[src/rtl/fa_pipe_nbit_pkg.sv]
// fa_pipe_nbit_pkg: shared mode encodings and stage-count helper for the pipelined adder.
package fa_pipe_nbit_pkg;
    localparam logic OP_ADD = 1'b0;
    localparam logic OP_SUB = 1'b1;

    function automatic int stages(input int width, input int seg);
        return width / seg;
    endfunction
endpackage

[src/rtl/fa_seg_stage.sv]
// fa_seg_stage: one SEG-bit carry segment with its enable-gated sum/carry/valid register.
module fa_seg_stage
    import fa_pipe_nbit_pkg::*;
#(
    parameter int SEG = 4
) (
    input  logic           clk,
    input  logic           rst_n,
    input  logic           i_en,
    input  logic           i_valid,
    input  logic [SEG-1:0] i_a,
    input  logic [SEG-1:0] i_b,
    input  logic           i_c,
    output logic           o_valid,
    output logic [SEG-1:0] o_sum,
    output logic           o_c,
    output logic           o_ovf
);
    logic [SEG:0] w_sum;
    logic         w_cm;

    assign w_sum = {1'b0, i_a} + {1'b0, i_b} + {{SEG{1'b0}}, i_c};
    // carry into the slice MSB recovered from its sum bit, so SEG = 1 needs no special case
    assign w_cm  = i_a[SEG-1] ^ i_b[SEG-1] ^ w_sum[SEG-1];

    always_ff @(posedge clk or negedge rst_n) begin
        if (!rst_n) begin
            o_valid <= 1'b0;
            o_sum   <= '0;
            o_c     <= 1'b0;
            o_ovf   <= 1'b0;
        end else if (i_en) begin
            o_valid <= i_valid;
            o_sum   <= w_sum[SEG-1:0];
            o_c     <= w_sum[SEG];
            o_ovf   <= w_cm ^ w_sum[SEG];
        end
    end
endmodule

[src/rtl/fa_pipe_nbit.sv]
// fa_pipe_nbit: N-bit add/subtract pipelined in SEG-bit carry segments,
// valid/ready handshake with a single global stall enable.
module fa_pipe_nbit
    import fa_pipe_nbit_pkg::*;
#(
    parameter int WIDTH = 16,
    parameter int SEG   = 4
) (
    input  logic             clk,
    input  logic             rst_n,
    input  logic             in_valid,
    output logic             in_ready,
    input  logic [WIDTH-1:0] a,
    input  logic [WIDTH-1:0] b,
    input  logic             ci,
    input  logic             sub,
    output logic             out_valid,
    input  logic             out_ready,
    output logic [WIDTH-1:0] s,
    output logic             co,
    output logic             ovf,
    output logic             zero
);
    localparam int STAGES = stages(WIDTH, SEG);

    logic              w_en;
    logic [WIDTH-1:0]  w_a   [STAGES];
    logic [WIDTH-1:0]  w_b   [STAGES];
    logic [WIDTH-1:0]  w_sl  [STAGES];
    logic [SEG-1:0]    w_sum [STAGES];
    logic [STAGES:0]   w_v;
    logic [STAGES:0]   w_c;
    logic [STAGES-1:0] w_ovf;

    assign w_en     = !out_valid || out_ready;
    assign in_ready = w_en;
    assign w_v[0]   = in_valid;
    assign w_a[0]   = a;
    assign w_b[0]   = (sub == OP_SUB) ? ~b : b;
    assign w_c[0]   = (sub == OP_SUB) ? 1'b1 : ci;

    for (genvar k = 0; k < STAGES; k++) begin : g_stage
        fa_seg_stage #(.SEG(SEG)) u_stage (
            .clk     (clk),
            .rst_n   (rst_n),
            .i_en    (w_en),
            .i_valid (w_v[k]),
            .i_a     (w_a[k][SEG-1:0]),
            .i_b     (w_b[k][SEG-1:0]),
            .i_c     (w_c[k]),
            .o_valid (w_v[k+1]),
            .o_sum   (w_sum[k]),
            .o_c     (w_c[k+1]),
            .o_ovf   (w_ovf[k])
        );
        // w_sl[k]: all sum slices finished so far for the beat leaving stage k
        if (k == 0) begin : g_lo
            assign w_sl[0] = WIDTH'(w_sum[0]);
        end else begin : g_skew_s
            logic [WIDTH-1:0] r_s;
            always_ff @(posedge clk or negedge rst_n) begin
                if (!rst_n)
                    r_s <= '0;
                else if (w_en)
                    r_s <= w_sl[k-1];
            end
            assign w_sl[k] = r_s | (WIDTH'(w_sum[k]) << (k * SEG));
        end
        // operands shift down so the next stage always reads its slice at bit 0
        if (k < STAGES - 1) begin : g_skew_op
            logic [WIDTH-1:0] r_a;
            logic [WIDTH-1:0] r_b;
            always_ff @(posedge clk or negedge rst_n) begin
                if (!rst_n) begin
                    r_a <= '0;
                    r_b <= '0;
                end else if (w_en) begin
                    r_a <= w_a[k] >> SEG;
                    r_b <= w_b[k] >> SEG;
                end
            end
            assign w_a[k+1] = r_a;
            assign w_b[k+1] = r_b;
        end
    end

    assign out_valid = w_v[STAGES];
    assign s         = w_sl[STAGES-1];
    assign co        = w_c[STAGES];
    assign ovf       = w_ovf[STAGES-1];
    assign zero      = out_valid && (s == '0);
endmodule

[config.mk]
export PLATFORM = sky130hd
export DESIGN_NAME = fa_pipe_nbit
export DESIGN_NICKNAME = d
export VERILOG_FILES = /design/src/rtl/fa_pipe_nbit_pkg.sv /design/src/rtl/fa_seg_stage.sv /design/src/rtl/fa_pipe_nbit.sv
export SDC_FILE = /design/constraint.sdc
export NUM_CORES = 1
export LEC_CHECK = 0
export ABC_CLOCK_PERIOD_IN_PS = 1800
export BUFFER_PORTS_ARGS = -buffer_cell sky130_fd_sc_hd__buf_2
export CORE_ASPECT_RATIO = 2
export CORE_MARGIN = 2
export CORE_UTILIZATION = 55
export CTS_CLUSTER_DIAMETER = 50
export CTS_CLUSTER_SIZE = 25
export DETAILED_ROUTE_END_ITERATION = 12
export MAX_ROUTING_LAYER = met4
export PLACE_DENSITY = 0.84
export SYNTH_ARGS = -nofsm -noshare
export SYNTH_HDL_FRONTEND = slang
export SYNTH_HIERARCHICAL = 1
export SYNTH_SLANG_ARGS = --single-unit
[constraint.sdc]
create_clock -name clk -period 1.8 [get_ports clk]
set_input_delay 0.09 -clock clk [delete_from_list [all_inputs] [get_ports clk]]
set_output_delay 0.09 -clock clk [all_outputs]
set_load 0.01 [all_outputs]
# After elaboration in Yosys (flattened, before gate mapping)
# Index checks and enable logic that the tools add are counted.
[totals] regBits=109
[op_classes] addsub=8 muxes=2 bitwise=7 n_reduce_logical=4
[ops] cell="adder 4 x 4 -> 5 bit" n=4
[ops] cell="adder 5 x 1 -> 5 bit" n=4
[ops] cell="zero test 16 bit" n=1
[ops] cell="two-way mux 16 bit" n=1
[ops] cell="inverter 16 bit" n=1
[ops] cell="bitwise OR 16 x 12 -> 16 bit" n=1
[ops] cell="bitwise OR 16 bit" n=1
[ops] cell="bitwise OR 4 x 8 -> 8 bit" n=1
[ops] cell="bitwise XOR 1 bit" n=3
[ops] cell="logical AND 1 bit" n=1
[ops] cell="zero test 1 bit" n=1
[ops] cell="logical OR 1 bit" n=1
[ops] cell="two-way mux 1 bit" n=1

# Logic depth before layout (Yosys ltp)
# Gate-level depths: netlist of the first run.
[logic_depth] ltp_word=4 depth_mapped=9 mapped_depth_nobuf=7

# Cells and area by module
# The synthesis of the first run kept the hierarchy.
[by_module_without_submodules] module="fa_pipe_nbit" instances=1 cells_each=203 area_each_um2=3051.7
[by_module_without_submodules] module="fa_seg_stage" instances=4 cells_each=34 area_each_um2=412.9

# Worst setup path before layout of the first run
# OpenSTA, ideal clock, no wires.
[synth_timing] path_kind="input-to-reg" startpoint="input port sub" endpoint="register g_stage[0].u_stage/o_ovf (netlist name)" arrival_ns=1.796 required_ns=1.673 slack_ns=-0.123 path_stages=10 n_path_buf=2 cell_sequence="buf_4 buf_4 xor2_1 fa_1 inv_1 fa_1 nand2b_1 a21oi_1 xor2_1 a21oi_1"
[synth_lines] item="start, declared" line_no="fa_pipe_nbit.sv:16" rtl="input logic sub,"

# Worst setup path in the final report of the first run
[layout_timing] startpoint="register g_stage[3].g_skew_s.r_s[1]" endpoint="output port zero"
[layout_between] elab_chain_len=3
[layout_rtl] item="start, declared" line_no="fa_pipe_nbit.sv:60" rtl="logic [WIDTH-1:0] r_s;"
[layout_rtl] item="start signal, assigned" line_no="fa_pipe_nbit.sv:65" rtl="r_s <= w_sl[k-1];"
[layout_rtl] item="bitwise OR 16 bit" line_no="fa_pipe_nbit.sv:67" rtl="assign w_sl[k] = r_s | (WIDTH'(w_sum[k]) << (k * SEG));"
[layout_rtl] item="zero test 16 bit" line_no="fa_pipe_nbit.sv:91" rtl="assign zero = out_valid && (s == '0);"
[layout_rtl] item="logical AND 1 bit" line_no="fa_pipe_nbit.sv:91"
[layout_rtl] item="end, declared" line_no="fa_pipe_nbit.sv:22" rtl="output logic zero"
# No other way between the ends.

==> results.txt, run 1 <==
setup TNS: 0 ns
Port Buf Inserts: 58
FF/Latch Area: 2430 um^2
final hold slack: 0.00977 ns
crit-path max cell delay: 0.40 ns
Final period util: 95.1%
DRT Pass-1 Iters: 4
clk sink count: 97
Met3 Wirelength: 212 um
met2 wire length: 3720 um
Cell Count, Final, Fillers Out: 490
DRC viols: 0
worst reg2reg path depth: 6
CTS tree: yes
outcome: completed
critical path startpoint category: flip-flop
wire per inst: 14.5 um
crit-path max FO: 3
reg-to-reg slack, setup: 0.12 ns
area grow syn2layout: 17.1%
drt initial violations: 113
Synth Area per Inst: 14.0 um^2
GRT Overall Usage: 18.7%
Root Buffer: clkbuf_16
largest net degree at the start of global routing: 44
multi-input logic area: 1930 um^2
total CTS buffers: 9
reg2reg start: g_stage[0].g_skew_op.r_a[0]
hold path start: a[11]
Placed Cells incl. Taps: 462
dpl hpwl: 5240 um
vias in the first global route: 2592
worst setup margin: 0.0873 ns
M1 WL: 2920 um
Via density: 5.14
critical path class: flip-flop to primary output
Initial Util: 56.0%
VDD IR-drop max: 0.000984 V
worst hold path type: primary input to flip-flop
DR top layer: met4
IO Pins: 59
Slew Limit Headroom: 75.7%
first-pass GRT wire length: 12100 um
Reg2Reg Capture Point: g_stage[1].u_stage/o_c
Routed WL: 7100 um
Net count, final: 446
Critical Path End Type: primary output
CTS H-tree depth: 3
unrepaired setup endpoints after global routing: false
Routed Antenna Nets: 0
count of final max-slew check failures: 0
top achievable clock speed: 584 MHz
Critical Path RT: 1.71 ns
clock latency on the worst-skew pair: 0.34 ns
cell area after synthesis: 4580 um^2
P per Cell Area: 1750 nW/um^2
worst path arrival time: 1.62 ns
Syn Inst Count: 327
fill count: 582
Setup violations, final: 0
Final Critical Period: 1.71 ns
clock share of power: 20.0%
crit-path cells: nor4b_2 > nand4_1 > nor4_1 > buf_2
Least-Margin Pin Slew: 0.364 ns
std cell rows: 47
Vias: 2519
Clock transition at path regs: 0.06 ns
# diodes: 0
Net Switching: 2.93 mW
CTS Buffer Depth: 2
Congestion Overflow GR: 0
Worst Skew: 0.00512 ns
switch share: 31.2%
highest-delay cell along the critical path: dfrtp_1
Sequential Power Share: 40.7%
DIE AREA: 9110 um^2
synth warn: 6
max_cap viols: 0
final hold vios: 0
chip width: 68.5 um
total core area: 8170 um^2
Critical Path Sink: zero
Syn Nets: 385
initial antenna violation count: 0
GP Congestion: 0.825
fin util: 65.5%
LEAKAGE: 2.52 nW
Internal: 6.45 mW
part of the power in combinational logic: 39.4%
Die Y: 133 um
Critical Path Source: g_stage[3].g_skew_s.r_s[1]
fraction of layout cells with a size suffix above 1: 44.6%
pre-CTS setup slack: 0.0245 ns
## worst max-delay path: cells and delay by family (launching register included)
kind	cells	cell delay (ns)
and+or+nand+nor	3	0.71
DFF	1	0.40
buffers and inverters	1	0.17
## power by group through the flow
stage | clock network [mW] | registers [mW] | logic [mW]
2_1_floorplan | 0 | 3.68 | 3.06
3_3_place_gp | 0 | 3.78 | 3.47
3_5_place_dp | 0 | 3.84 | 3.62
4_1_cts | 1.91 | 3.82 | 3.67
5_1_grt | 1.99 | 3.95 | 4.09
6_report | 1.87 | 3.81 | 3.69
## registers in the layout, summed over array words and instances, names as in the netlist
signal / cells
g_stage.g_skew_op.r_a: 24
g_stage.u_stage/o_c: 4
g_stage.u_stage/o_valid: 4
g_stage.g_skew_op.r_b: 24
g_stage.g_skew_s.r_s: 24
g_stage.u_stage/o_ovf: 1
g_stage.u_stage/o_sum: 16
## layer usage
metal  GRT usage [%]  vias to the layer above
met3            3.32                       17
met2            27.8                       51
met5               -                        -
met4            10.4                        0
met1            23.5                     1238
li1                -                     1213
## repair_timing
item	CTS	global route
pin swaps	0	4
gates resized for setup	2	6
setup endpoints to repair	1	3
buffers inserted	0	0
hold endpoints to repair	36	0
hold buffers	13	0
## metrics by stage
step | total power, mW | instance area [um^2]
2_1_floorplan | 6.74 | 4590
3_5_place_dp | 7.46 | 4890
5_1_grt | 10.0 | 5360
3_3_place_gp | 7.25 | 4890
4_1_cts | 9.41 | 5330
6_report | 9.38 | 5360
## cell type report
class / count / area share [%]
Timing Repair Buffer: 77 / 9.67
Clock buffer: 11 / 4.53
Sequential cell: 97 / 45.3
Clock inverter: 4 / 1.00
Tap cell: 98 / 2.29
Inverter: 16 / 1.12
Multi-Input combinational cell: 187 / 36.1
## how the worst min path moves through the flow
stage                                       end  slack (ns)  cells past startpoint
global placement    g_stage[3].u_stage/o_sum[3]        0.02                      1
detailed placement  g_stage[3].u_stage/o_sum[3]        0.02                      1
finish              g_stage[0].g_skew_op.r_a[7]        0.01                      2
global route        g_stage[0].g_skew_op.r_a[7]       0.002                      2
CTS                 g_stage[0].g_skew_op.r_a[7]       0.007                      2
floorplan           g_stage[0].g_skew_op.r_a[0]       -0.21                      0
## layout by cell type, fill, tap and decap left out, types with 2 or more instances in the layout
| cell type | instances |
|---|---|
| mux2i_1 | 4 |
| buf_4 | 3 |
| nor4_2 | 2 |
| a21o_1 | 4 |
| fa_1 | 3 |
| buf_2 | 57 |
| mux2_4 | 28 |
| dfrtp_1 | 97 |
| a21oi_2 | 5 |
| ha_1 | 12 |
| buf_12 | 4 |
| clkinvlp_4 | 2 |
| clkbuf_16 | 9 |
| nor2_1 | 22 |
| mux2_2 | 52 |
| dlygate4sd3_1 | 13 |
| a21oi_1 | 16 |
| xor2_1 | 5 |
| xnor2_1 | 20 |
| inv_1 | 15 |
| fa_2 | 5 |
| nand2b_4 | 2 |
| nand2b_1 | 3 |
(Power assumes the default switching activity.)
==> inputs of run 2 (changes only) <==
- ABC_CLOCK_PERIOD_IN_PS: 1800 -> 1900
- BUFFER_PORTS_ARGS: -buffer_cell sky130_fd_sc_hd__buf_2 -> not set
- CTS_CLUSTER_SIZE: 25 -> 30
- DONT_BUFFER_PORTS: not set -> 1
- PLACE_DENSITY: 0.84 -> 0.78
- clock period: 1.8 -> 1.9 ns (I/O delays scaled with it)
==> results.txt, run 2 (synthesis gave the netlist of run 1 again) <==
outcome: complete, but fails checks
violated checks: negative hold slack
initial antenna violation count: 0
P per Cell Area: 1660 nW/um^2
fill count: 594
most frequent cells in the layout: dfrtp_1 (96), mux2_2 (52), dlygate4sd3_1 (37), mux2_4 (28), nor2_1 (22)
Die Y: 133 um
Critical Path RT: 2.12 ns
setup TNS: 0 ns
Worst Skew: 0.00609 ns
GRT Overall Usage: 17.9%
CP delay by family, top: adder cells
critical path class: flip-flop to flip-flop
IO Pins: 59
unrepaired setup endpoints after global routing: false
highest-delay cell along the critical path: fa_1
Post-CTS Hold Buffers: 37
clock latency on the worst-skew pair: 0.34 ns
commonest non-fill, non-tap cell in the layout: dfrtp_1
VDD IR-drop max: 0.000731 V
fraction of layout cells with a size suffix above 1: 29.9%
drt initial violations: 136
first-pass GRT wire length: 11600 um
crit-path cells: fa_1 > inv_1 > fa_1 > nand2b_1 > a21oi_1 > xor2_1 > a21oi_1
DIE AREA: 9110 um^2
Congestion Overflow GR: 0
Slew Limit Headroom: 73.4%
Critical Path End Type: flip-flop
worst reg2reg path depth: 7
Vias: 2410
top achievable clock speed: 559 MHz
reg-to-reg slack, setup: 0.11 ns
crit-path max FO: 2
area grow syn2layout: 15.1%
Reg2Reg Capture Point: g_stage[3].u_stage/o_ovf
total CTS buffers: 9
Final Critical Period: 1.79 ns
Initial Util: 56.0%
chip width: 68.5 um
wire per inst: 15.5 um
FF/Latch Area: 2430 um^2
critical path startpoint category: flip-flop
crit-path max cell delay: 0.39 ns
dpl hpwl: 4730 um
LEAKAGE: 2.40 nW
Routed WL: 7060 um
Final period util: 94.2%
total setup buffers inserted after CTS: 0
worst path bufs/invs: 1
Port Buf Inserts: 0
CTS tree: yes
Setup violations, final: 0
Root Buffer: clkbuf_16
clk sink count: 97
biggest regs: g_stage.g_skew_op.r_a (24), g_stage.g_skew_op.r_b (24), g_stage.g_skew_s.r_s (24)
# diodes: 0
Routed Antenna Nets: 0
max_cap viols: 0
final hold vios: 97
Net count, final: 411
worst path arrival time: 2.01 ns
std cell rows: 47
largest net degree at the start of global routing: 98
total core area: 8170 um^2
vias in the first global route: 2535
Least-Margin Pin Slew: 0.398 ns
Via density: 5.29
CTS H-tree depth: 3
count of final max-slew check failures: 0
GP Congestion: 0.719
reg2reg start: g_stage[2].g_skew_op.r_a[0]
DRT Pass-1 Iters: 4
Clock transition at path regs: 0.06 ns
fin util: 64.4%
DRC viols: 0
worst hold path type: primary input to async pin
final hold slack: -0.554 ns
multi-input logic area: 1900 um^2
CTS Buffer Depth: 2
-- run 2: repair_timing --
item | CTS | global route
hold endpoints to repair | 122 | 97
endpoints found under the setup margin | 1 | 1
resized for setup | 1 | 2
-- run 2: worst max-delay path by stage --
stage	depth (start not counted)	slack [ns]	endpoint	startpoint
5_1_grt	7	0.005	g_stage[3].u_stage/o_ovf	g_stage[2].u_stage/o_c
4_1_cts	4	0.05	zero	g_stage[3].g_skew_s.r_s[5]
2_1_floorplan	9	0.02	g_stage[0].u_stage/o_c	sub
3_5_place_dp	7	0.15	g_stage[3].u_stage/o_ovf	g_stage[2].g_skew_op.r_a[0]
3_3_place_gp	7	0.22	g_stage[3].u_stage/o_ovf	g_stage[2].u_stage/o_c
6_report	7	0.11	g_stage[3].u_stage/o_ovf	g_stage[2].g_skew_op.r_a[0]
-- run 2: area by class of cell --
class | instances | share of cell area, %
Clock buffer | 14 | 5.01
Clock inverter | 2 | 1.14
Inverter | 16 | 1.14
Multi-Input combinational cell | 187 | 36.1
Sequential cell | 97 | 46.1
Tap cell | 98 | 2.33
Timing Repair Buffer | 42 | 8.22
-- run 2: per-layer routing --
layer	up-vias	track usage, %	part of all wire [%]
met5	-	-	0
met4	0	8.89	2.9
met3	11	4.76	4.3
met2	49	28.2	52
met1	1208	20.4	40
li1	1142	-	-
-- run 2: report_power, final --
group	internal [mW]	total, mW	leakage (nW)	switching [mW]
logic	1.88	3.07	1.11	1.19
clock network	1.23	1.94	0.157	0.712
registers	3.02	3.76	1.12	0.739
-- run 2: per-stage QoR --
step | hold slack (ns) | power (mW) | worst slack, ns | cell area, um^2 | std cells
2_1_floorplan | -0.201 | 6.38 | 0.0244 | 4580 | 327
3_3_place_gp | -0.198 | 6.64 | 0.216 | 4560 | 403
3_5_place_dp | -0.199 | 6.83 | 0.151 | 4560 | 403
4_1_cts | -0.571 | 8.87 | 0.0503 | 5260 | 456
5_1_grt | -0.574 | 9.40 | 0.00532 | 5270 | 456
6_report | -0.554 | 8.76 | 0.111 | 5270 | 456
-- run 2: worst reg2reg max path, cell delays in order, from the launching register on --
cell and delay (ns):
dfrtp_1 0.38, fa_1 0.22, inv_1 0.06, fa_1 0.39
nand2b_1 0.16, a21oi_1 0.22, xor2_1 0.17, a21oi_1 0.08
